File: src/rtl/divider_seq_if.sv
// rtl/divider_seq_if.sv - start/operand handshake and result bundle for divider_seq
interface divider_seq_if #(
    parameter int W = 8
);
    logic         start;
    logic [W-1:0] a;
    logic [W-1:0] b;
    logic         ready;
    logic         done;
    logic [W-1:0] q;
    logic [W-1:0] r;
    logic         dbz;

    modport master (
        output start, a, b,
        input  ready, done, q, r, dbz
    );

    modport slave (
        input  start, a, b,
        output ready, done, q, r, dbz
    );
endinterface

File: src/rtl/divider_seq.sv
// rtl/divider_seq.sv - restoring shift-subtract unsigned divider, W cycles per result
// Define DIVIDER_SEQ_DBZ_EN to short-circuit b=0 straight to DONE with the dbz flag.
module divider_seq #(
    parameter int W = 8
) (
    input  logic          clk,
    input  logic          rst,
    divider_seq_if.slave  bus
);
    localparam int CW = $clog2(W);

    typedef enum logic [1:0] {IDLE, RUN, DONE} state_t;

    state_t        state_q, state_d;
    logic [W-1:0]  dq_q, dq_d;
    logic [W-1:0]  rem_q, rem_d;
    logic [W-1:0]  b_q, b_d;
    logic [CW-1:0] cnt_q, cnt_d;
    logic [W:0]    rem_sh;
    logic [W-1:0]  rem_sub;
    logic          ge;
`ifdef DIVIDER_SEQ_DBZ_EN
    logic          dbz_q, dbz_d;
`endif

    // dq holds the dividend and fills with quotient bits from the LSB as the dividend shifts out
    always_comb begin
        rem_sh  = {rem_q, dq_q[W-1]};
        rem_sub = rem_sh[W-1:0] - b_q;
        ge      = (rem_sh >= {1'b0, b_q});
        state_d = state_q;
        dq_d    = dq_q;
        rem_d   = rem_q;
        b_d     = b_q;
        cnt_d   = cnt_q;
`ifdef DIVIDER_SEQ_DBZ_EN
        dbz_d   = dbz_q;
`endif
        case (state_q)
            IDLE: begin
                if (bus.start) begin
                    dq_d    = bus.a;
                    b_d     = bus.b;
                    rem_d   = '0;
                    cnt_d   = '0;
                    state_d = RUN;
`ifdef DIVIDER_SEQ_DBZ_EN
                    dbz_d   = 1'b0;
                    if (bus.b == '0) begin
                        dq_d    = '1;
                        rem_d   = bus.a;
                        dbz_d   = 1'b1;
                        state_d = DONE;
                    end
`endif
                end
            end
            RUN: begin
                rem_d = ge ? rem_sub : rem_sh[W-1:0];
                dq_d  = {dq_q[W-2:0], ge};
                cnt_d = cnt_q + 1'b1;
                if (cnt_q == CW'(W - 1)) begin
                    state_d = DONE;
                end
            end
            DONE:    state_d = IDLE;
            default: state_d = IDLE;
        endcase
    end

    always_ff @(posedge clk or posedge rst) begin
        if (rst) begin
            state_q <= IDLE;
            dq_q    <= '0;
            rem_q   <= '0;
            b_q     <= '0;
            cnt_q   <= '0;
`ifdef DIVIDER_SEQ_DBZ_EN
            dbz_q   <= 1'b0;
`endif
        end else begin
            state_q <= state_d;
            dq_q    <= dq_d;
            rem_q   <= rem_d;
            b_q     <= b_d;
            cnt_q   <= cnt_d;
`ifdef DIVIDER_SEQ_DBZ_EN
            dbz_q   <= dbz_d;
`endif
        end
    end

    assign bus.ready = (state_q == IDLE);
    assign bus.done  = (state_q == DONE);
    assign bus.q     = dq_q;
    assign bus.r     = rem_q;
`ifdef DIVIDER_SEQ_DBZ_EN
    assign bus.dbz   = dbz_q;
`else
    assign bus.dbz   = 1'b0;
`endif
endmodule

File: src/flat_wrapper.sv
// flat-port wrapper written by rule: the top's interface ports become plain ports
module divider_seq_flat 
#(
    parameter int W = 8
)
  (clk, rst, bus_start, bus_a, bus_b, bus_ready, bus_done, bus_q, bus_r, bus_dbz);
  divider_seq_if #(.W(W)) bus_i ();
  input  logic clk;
  input  logic rst;
  input wire logic [$bits(bus_i.start)-1:0] bus_start;
  input wire logic [$bits(bus_i.a)-1:0] bus_a;
  input wire logic [$bits(bus_i.b)-1:0] bus_b;
  output wire logic [$bits(bus_i.ready)-1:0] bus_ready;
  output wire logic [$bits(bus_i.done)-1:0] bus_done;
  output wire logic [$bits(bus_i.q)-1:0] bus_q;
  output wire logic [$bits(bus_i.r)-1:0] bus_r;
  output wire logic [$bits(bus_i.dbz)-1:0] bus_dbz;
  assign bus_i.start = bus_start;
  assign bus_i.a = bus_a;
  assign bus_i.b = bus_b;
  assign bus_ready = bus_i.ready;
  assign bus_done = bus_i.done;
  assign bus_q = bus_i.q;
  assign bus_r = bus_i.r;
  assign bus_dbz = bus_i.dbz;
  divider_seq #(.W(W)) u_core (.clk(clk), .rst(rst), .bus(bus_i));
endmodule
File: config.mk
export PLATFORM = sky130hd
export DESIGN_NAME = divider_seq_flat
export DESIGN_NICKNAME = d
export VERILOG_FILES = /design/src/rtl/divider_seq_if.sv /design/src/rtl/divider_seq.sv /design/src/flat_wrapper.sv
export SDC_FILE = /design/constraint.sdc
export NUM_CORES = 1
export LEC_CHECK = 0
export CAP_MARGIN = 25
export CORE_MARGIN = 2
export CORE_UTILIZATION = 53
export DETAILED_ROUTE_END_ITERATION = 8
export PLACE_DENSITY = 0.87
export SLEW_MARGIN = 20
export SYNTH_ARGS = -nofsm -noshare
export SYNTH_HDL_FRONTEND = slang
export SYNTH_SLANG_ARGS = --single-unit
File: constraint.sdc
create_clock -name clk -period 2.9 [get_ports clk]
set_input_delay 0.58 -clock clk [delete_from_list [all_inputs] [get_ports clk]]
set_output_delay 0.58 -clock clk [all_outputs]
set_load 0.05 [all_outputs]
# Word level (Yosys, flattened, before mapping)
# Cells that the tools add are included.
[classes] n_reduce_logical=5 addsub=2 order_cmp=1 muxes=10 eq_ne=5
[op_table] cell="8-bit case mux with 2 select lines" n=2
[op_table] cell="8-bit 2-to-1 mux" n=3
[op_table] cell="9-bit by 8-bit >= comparator with 1-bit output" n=1
[op_table] cell="8-bit subtractor" n=1
[op_table] cell="3-bit case mux with 2 select lines" n=1
[op_table] cell="2-bit AND reduction" n=3
[op_table] cell="2-bit 2-to-1 mux" n=2
[op_table] cell="2-bit case mux with 2 select lines" n=1
[op_table] cell="3-bit by 1-bit adder with 3-bit output, second input constant" n=1
[op_table] cell="3-bit equality test, second input constant" n=1
[op_table] cell="3-bit 2-to-1 mux" n=1
[op_table] cell="2-bit by 1-bit equality test with 1-bit output, second input constant" n=1
[op_table] cell="2-bit equality test, second input constant" n=1
[op_table] cell="2-bit zero test" n=1
[op_table] cell="2-bit by 1-bit != test with 1-bit output, second input constant" n=1
[op_table] cell="2-bit != test, second input constant" n=1
[op_table] cell="2-bit nonzero test" n=1
[word_totals] reg_bits=29 output_inout_bits=19

# Longest topological paths before layout
# Gate-level depths: netlist of run 1.
[depth] depth_word=3 ltp_mapped=9

# Worst setup path after synthesis of run 1
# No wires, ideal clock.
[synth_path] path_type="flip-flop to flip-flop" from="reg u_core.dq_q[7], in the netlist u_core.bus.q[7]" to="reg u_core.rem_q[7], in the netlist u_core.bus.r[7]" stages_incl_launch_ff=9 required_ns=2.778 synth_period_minus_slack_ns=2.136 arrival_time_ns=2.014 path_slack_ns=0.764 setup_ns=0.122 path_cell_list="dfrtp_1 inv_1 ha_1 nor2b_1 nor3_1 o31a_1 a311oi_1 o21ai_1 a32o_1"
[synth_via] elab_chain_len=3 word_cells_on_any_way=4
[synth_lines] element="start, declared" line="divider_seq.sv:15" rtl="logic [W-1:0] dq_q, dq_d;"
[synth_lines] element="start signal, assigned" line="divider_seq.sv:83" rtl="dq_q <= dq_d;"
[synth_lines] element="8-bit subtractor or 9-bit by 8-bit >= comparator with 1-bit output (tied branches)" line="divider_seq.sv:29, divider_seq.sv:30"
[synth_lines] element="8-bit 2-to-1 mux *" line="divider_seq.sv:59" rtl="rem_d = ge ? rem_sub : rem_sh[W-1:0];"
[synth_lines] element="8-bit case mux with 2 select lines *" line="divider_seq.sv:39" rtl="case (state_q)"
[synth_lines] element="end signal, assigned" line="divider_seq.sv:84" rtl="rem_q <= rem_d;"
[synth_lines] element="end, declared" line="divider_seq.sv:16" rtl="logic [W-1:0] rem_q, rem_d;"
# Every way passes the cells marked *; elsewhere a longest branch is shown, timed or not.
# A chain may end at the register's enable or synchronous reset.

# Worst setup path after layout of run 1
[layout_path] from="reg u_core.state_q[1]" to="out bus_ready"
[layout_via] elab_chain_len=1
[layout_lines] element="start, declared" line="divider_seq.sv:14" rtl="state_t state_q, state_d;"
[layout_lines] element="start signal, assigned" line="divider_seq.sv:82" rtl="state_q <= state_d;"
[layout_lines] element="2-bit zero test" line="divider_seq.sv:93" rtl="assign bus.ready = (state_q == IDLE);"
[layout_lines] element="end, declared" line="flat_wrapper.sv:13" rtl="output wire logic [$bits(bus_i.ready)-1:0] bus_ready;"
# Every way passes these cells.

==> results of run 1 <==
[synth_stat cells, types with 2 or more instances]
| master | n | area, um^2 |
|---|---|---|
| sky130_fd_sc_hd__a21oi_1 | 7 | 35.0 |
| sky130_fd_sc_hd__nand3_1 | 7 | 35.0 |
| sky130_fd_sc_hd__nor2_1 | 17 | 63.8 |
| sky130_fd_sc_hd__inv_1 | 11 | 41.3 |
| sky130_fd_sc_hd__nor2b_1 | 6 | 37.5 |
| sky130_fd_sc_hd__nor3_1 | 5 | 25.0 |
| sky130_fd_sc_hd__mux2i_1 | 4 | 40.0 |
| sky130_fd_sc_hd__o21ai_1 | 3 | 15.0 |
| sky130_fd_sc_hd__a31oi_1 | 6 | 37.5 |
| sky130_fd_sc_hd__nand2b_1 | 2 | 12.5 |
| sky130_fd_sc_hd__a21oi_2 | 2 | 17.5 |
| sky130_fd_sc_hd__and2_1 | 2 | 12.5 |
| sky130_fd_sc_hd__dfrtp_1 | 29 | 726 |
| sky130_fd_sc_hd__ha_1 | 10 | 125 |
| sky130_fd_sc_hd__buf_2 | 2 | 10.0 |
| sky130_fd_sc_hd__o21a_1 | 2 | 15.0 |
| sky130_fd_sc_hd__nand2_1 | 34 | 128 |
| sky130_fd_sc_hd__o21ai_0 | 20 | 100 |
| sky130_fd_sc_hd__clkbuf_1 | 6 | 22.5 |
[layer usage]
layer,part of all wire [%],routed length (um),vias to the layer above,track usage (%)
met5,0,0,-,0
li1,-,-,713,-
met3,5.2,187,6,6.99
met4,1.4,51,0,7.79
met2,47,1690,33,34.1
met1,46,1660,662,27.9
[worst register-to-register path, cell delays in order (launching register included)]
cell	delay, ns
sky130_fd_sc_hd__dfrtp_1	0.43
sky130_fd_sc_hd__ha_1	0.39
sky130_fd_sc_hd__a21oi_2	0.21
sky130_fd_sc_hd__o221ai_1	0.14
sky130_fd_sc_hd__a21oi_2	0.58
sky130_fd_sc_hd__nor3_1	0.14
sky130_fd_sc_hd__a21oi_1	0.15
sky130_fd_sc_hd__o21ai_1	0.09
[state kept, by name, indices dropped and copies added, names as in the netlist]
signal / cells
u_core.b_q: 8
u_core.bus.q: 8
u_core.state_q: 2
u_core.bus.r: 8
u_core.cnt_q: 3
[cell families after synthesis]
kind of cell / Yosys count / share of synthesized area, %
adder cells (fa/ha/maj): 11 / 8.92
buffers and inverters: 21 / 5.69
AO/OA/AOI/OAI: 48 / 17.8
AND/OR/NAND/NOR: 73 / 19.3
XOR/XNOR: 2 / 1.08
multiplexers: 4 / 2.46
other: 1 / 0.230
flip-flops: 29 / 44.6
[layout make-up]
| type | count | area share, % |
|---|---|---|
| clock inverters | 2 | 0.488 |
| repair buffers | 39 | 18.7 |
| clock buffers | 6 | 2.01 |
| flip-flops and latches | 29 | 35.4 |
| well taps | 33 | 2.01 |
| multi-input cells | 139 | 39.5 |
| inverters | 11 | 2.01 |
[worst paths after layout]
path / start / to / depth (start not counted)
worst max-delay path: u_core.state_q[1]$_DFFE_PP0P_ / bus_ready / 2
max in group asynchronous: rst / u_core.bus.r[0]$_DFFE_PP0P_ / 3
min in group asynchronous: rst / u_core.cnt_q[0]$_DFFE_PP0P_ / 3
worst max register to register: u_core.bus.r[5]$_DFFE_PP0P_ / u_core.bus.r[2]$_DFFE_PP0P_ / 7
worst min register to register: u_core.b_q[0]$_DFFE_PP0P_ / u_core.b_q[0]$_DFFE_PP0P_ / 2
worst min-delay path: u_core.b_q[0]$_DFFE_PP0P_ / u_core.b_q[0]$_DFFE_PP0P_ / 2
[stage by stage]
step	hold slack [ns]	utilization [%]	worst slack [ns]	instance area [um^2]	cells
finish	0.511	68.9	0.521	2050	259
global route	0.537	68.9	0.429	2050	259
CTS	0.515	68.9	0.518	2050	259
detailed placement	0.493	67.2	0.651	2000	251
global placement	0.473	67.2	0.775	2000	251
floorplan	0.450	-	0.764	1630	189
==> results.txt, run 1 <==
Distinct cells, synth - 33
Worst skew pair latency - 0.34 ns
Detail-routed via count per cell - 5.46
WS Path Type - flop to output port
Number of enable flip-flop cells after synthesis - 0
Total number of yosys warnings - 0
Synthesized area - 1630 um^2
Proportion of register bits with asynchronous set or reset after synthesis - 100%
Slew Limit Headroom - 31.9%
Commonest cells after routing, fill and taps aside - sky130_fd_sc_hd__clkdlybuf4s50_1, sky130_fd_sc_hd__nand2_1, sky130_fd_sc_hd__dfrtp_1
Top FF cell, synth - sky130_fd_sc_hd__dfrtp_1
Final WL - 3.58 mm
Sequential cell area in the final layout - 726 um^2
Highest attainable clock frequency - 420 MHz
Number of detailed-routing iterations run before antenna repair - 4
Pin count of the biggest net entering global routing - 31
Area growth from synthesis to final layout - 26.1%
Min cycle time layout - 2.38 ns
Fraction of the cycle the final worst path needs - 82.0%
Top-Level Pins - 38
Result of the run - finished, final reports clean
Worst Path Arrival - 1.80 ns
Max-slew violation count - 0
Wire length of the first global-routing pass - 5.60 mm
Filler Cells Inserted - 253
Total area of multi-input combinational cells - 810 um^2
Slowest stage cell, crit path - sky130_fd_sc_hd__clkdlybuf4s50_1
CP delay by family, top - buffers and inverters
CTS-repair resized insts - 0
Setup repair after global routing missed its margin - no
Number of CTS-inserted buffers - 5
Worst-path fanout max - 4
Die ar. - 3530 um^2
Placer Congestion - 0.825
Category of the worst setup path launch point - flop
Final setup skew - 0.00733 ns
Final hold viol count - 0
DPL Wire Length - 2.60 mm
Initial drt markers - 61
Buffering stage count on the worst path with inverters included - 1
Total vias in the final route - 1414
Net count reported at finish - 255
Floorplan Core Area - 2980 um^2
TritonCTS clock tree - done
Number of levels the H-tree was split into - 2
Max clock buf depth - 2
Detail Route Antenna Nets - 0
Gate Count Post-Synth - 189
Rows - 20
CTS Root Buffer Type - sky130_fd_sc_hd__clkbuf_4
Crit-path cells - nor2_1, clkdlybuf4s50_1
Crit path capture type - output port
Clock transition time at the flip-flop clock pins of the worst setup and hold paths - 0.09 ns
Mean cell area of the mapped netlist - 8.61 um^2
Post-Syn Nets - 219
Initial antenna violation count - 0
Average wire per standard cell - 13.8 um
Slack of the worst reg-to-reg path - 0.62 ns
# Post-CTS Setup Buffers - 0
Share of post-route cells with drive strength above 1 - 5.31%
Most common library cell in the layout ignoring fill and taps - sky130_fd_sc_hd__clkdlybuf4s50_1
Critical Path Max Stage Delay - 0.84 ns
X dimension of the die - 59.4 um
Register bit count reported by yosys - 29
Max-Cap Viols - 0
Required time at the endpoint of the critical path - 2.32 ns
Sequential element share of the synthesized area - 44.6%
Setup Total Neg Slack - 0 ns
Initial Utilization - 54.7%
Via count of the first global-routing pass - 1223
Count of hold-fix buffers inserted at cts - 0
Overflow left after global routing - 0
GRT Total Usage - 21.7%
Slew at the pin with the worst max-slew slack - 1.02 ns
Final-report setup violation count - 0
Count of unresolved DRC violations after routing - 0
Count of port buffers added during placement - 36
Die Y - 59.4 um
Count of inserted antenna diode cells - 0
Hold/Removal Path Class - flop to flop
Clock sink count - 29
Power of run 1 is not shown: default switching activity piles up to over one toggle a cycle in this logic, so the estimate is an artifact.
==> run 2: changes to the inputs <==
--- a/config.mk
+++ b/config.mk
@@ -7,9 +7,9 @@
 export LEC_CHECK = 0
 export CAP_MARGIN = 25
 export CORE_MARGIN = 2
-export CORE_UTILIZATION = 53
+export CORE_UTILIZATION = 49
 export DETAILED_ROUTE_END_ITERATION = 8
-export PLACE_DENSITY = 0.87
+export PLACE_DENSITY = 0.82
 export SLEW_MARGIN = 20
 export SYNTH_ARGS = -nofsm -noshare
 export SYNTH_HDL_FRONTEND = slang
==> constraint.sdc (replaced) <==
create_clock -name clk -period 2.2 [get_ports clk]
set_input_delay 0.44 -clock clk [delete_from_list [all_inputs] [get_ports clk]]
set_output_delay 0.44 -clock clk [all_outputs]
set_load 0.05 [all_outputs]
==> run 2 against run 1 <==
  * Clock-buffer cell count up 1
  * Wire length is 0.53% higher
  * Core utilization shrank 1.2 points
  * Non-clock buffer count rose by 2
  * Clock skew about the same
  * Flip-flop and latch count unchanged
  * Global-route usage shrank 0.77 points
  * Via count increased by 2.5%
  * Critical path type unchanged
  * Register-to-register slack worse by 0.43 ns
  * Cell area is 2.4% higher
  * Setup slack got worse by 0.42 ns
  * Critical endpoint is now bus_done
==> results.txt, run 2 (same netlist as run 1, synthesis figures left out) <==
Max-slew violation count - 0
Count of unresolved DRC violations after routing - 0
Clock sink count - 29
Average wire per standard cell - 13.2 um
Slowest stage cell, crit path - sky130_fd_sc_hd__clkdlybuf4s50_1
Fraction of the cycle the final worst path needs - 95.3%
Clock transition time at the flip-flop clock pins of the worst setup and hold paths - 0.09 ns
Pin count of the biggest net entering global routing - 30
Most common library cell in the layout ignoring fill and taps - sky130_fd_sc_hd__clkdlybuf4s50_1
Slew at the pin with the worst max-slew slack - 0.661 ns
Share of post-route cells with drive strength above 1 - 6.58%
Number of levels the H-tree was split into - 2
Setup repair after global routing missed its margin - no
WS Path Type - flop to output port
Placer Congestion - 0.807
Hold slack - 0.483 ns
Number of detailed-routing iterations run before antenna repair - 4
Final WL - 3.60 mm
Number of CTS-inserted buffers - 5
Total area of multi-input combinational cells - 810 um^2
Filler Cells Inserted - 284
Min cycle time layout - 2.10 ns
Buffering stage count on the worst path with inverters included - 1
Floorplan Core Area - 3100 um^2
Total vias in the final route - 1449
Worst skew pair latency - 0.32 ns
Commonest cells after routing, fill and taps aside - sky130_fd_sc_hd__clkdlybuf4s50_1, sky130_fd_sc_hd__nand2_1, sky130_fd_sc_hd__dfrtp_1
Worst Path Arrival - 1.66 ns
Rows - 20
Max clock buf depth - 2
Crit path capture type - output port
Die ar. - 3800 um^2
Count of inserted antenna diode cells - 0
Required time at the endpoint of the critical path - 1.76 ns
Final setup skew - 0.00692 ns
Detail Route Antenna Nets - 0
Capture instance of the worst register-to-register path - u_core.bus.r[1]$_DFFE_PP0P_
Critical Path Max Stage Delay - 0.80 ns
Overflow left after global routing - 0
Slew Limit Headroom - 56.0%
GRT Total Usage - 20.9%
Initial antenna violation count - 0
Initial drt markers - 54
Highest attainable clock frequency - 477 MHz
CTS Root Buffer Type - sky130_fd_sc_hd__clkbuf_4
Category of the worst setup path launch point - flop
TritonCTS clock tree - done
Final-report setup violation count - 0
Initial Utilization - 52.5%
Reg-to-reg critical path startpoint - u_core.bus.r[5]$_DFFE_PP0P_
Via count of the first global-routing pass - 1279
Count of cells along the worst register-to-register path - 8
Setup Total Neg Slack - 0 ns
Sequential cell area in the final layout - 726 um^2
Top-Level Pins - 38
Area growth from synthesis to final layout - 29.1%
X dimension of the die - 61.6 um
Slack of the worst reg-to-reg path - 0.19 ns
Count of port buffers added during placement - 36
Detail-routed via count per cell - 5.33
Max-Cap Viols - 0
Die Y - 61.6 um
Worst-path fanout max - 4
CP delay by family, top - buffers and inverters
Hold/Removal Path Class - input port to async pin
Final hold viol count - 0
Wire length of the first global-routing pass - 5.75 mm
Result of the run - finished, final reports clean
Crit-path cells - nor2b_1, clkdlybuf4s50_1
Count of hold-fix buffers inserted at cts - 0
DPL Wire Length - 2.62 mm
Net count reported at finish - 257
run 2: cell count changes in the layout (fill, tap and decap cells not counted), sizes merged:
cell | before | now
clkdlybuf4s50 | 36 | 35
dlymetal6s2s | 0 | 1
clkinv | 2 | 1
clkbuf | 6 | 7
buf | 3 | 5
run 2: worst reg2reg max path: cells and delay by family, from the launching register on:
| family | cells | cell delay (ns) |
|---|---|---|
| buffers and inverters | 1 | 0.21 |
| AO/OA/AOI/OAI | 5 | 0.78 |
| flip-flops | 1 | 0.43 |
| adder cells (fa/ha/maj) | 1 | 0.40 |
| AND/OR/NAND/NOR | 1 | 0.06 |
run 2: what timing repair did:
| item | in CTS | in global routing |
|---|---|---|
| resized for setup | 0 | 1 |
| setup endpoints to repair | 0 | 1 |
| buffers inserted | 0 | 0 |
run 2: metrics by stage:
step | instance area (um^2) | setup slack [ns] | cells | util (%)
2_1_floorplan | 1630 | 0.0640 | 189 | -
3_3_place_gp | 2030 | 0.243 | 264 | 65.4
3_5_place_dp | 2030 | 0.203 | 264 | 65.4
4_1_cts | 2100 | 0.0359 | 272 | 67.7
5_1_grt | 2100 | 0.0321 | 272 | 67.7
6_report | 2100 | 0.102 | 272 | 67.7
run 2: final cells by class:
| cell class | instances | area share, % |
|---|---|---|
| clock buffers | 7 | 3.10 |
| clock inverters | 1 | 0.238 |
| inverters | 11 | 1.96 |
| multi-input cells | 139 | 38.5 |
| flip-flops and latches | 29 | 34.5 |
| well taps | 44 | 2.62 |
| repair buffers | 41 | 19.0 |
run 2: metal layers:
layer	GRT usage (%)	share of wire [%]	up-vias
met5	0	0	-
met4	6.38	0.36	0
met3	5.04	6.8	2
met2	33.5	48	47
met1	28.1	45	679
li1	-	-	721
run 2: worst max-delay path by stage:
| stage | start | end | slack [ns] | cells past startpoint |
|---|---|---|---|---|
| CTS | u_core.state_q[1]$_DFFE_PP0P_ | bus_ready | 0.04 | 2 |
| detailed placement | u_core.bus.r[5]$_DFFE_PP0P_ | u_core.bus.r[1]$_DFFE_PP0P_ | 0.20 | 8 |
| finish | u_core.state_q[0]$_DFFE_PP0P_ | bus_done | 0.10 | 2 |
| global placement | u_core.bus.r[5]$_DFFE_PP0P_ | u_core.bus.r[1]$_DFFE_PP0P_ | 0.24 | 8 |
| global route | u_core.state_q[0]$_DFFE_PP0P_ | bus_done | 0.03 | 2 |
| floorplan | u_core.bus.q[7]$_DFFE_PP0P_ | u_core.bus.r[7]$_DFFE_PP0P_ | 0.06 | 8 |
Power of run 2 is left out for the same reason.
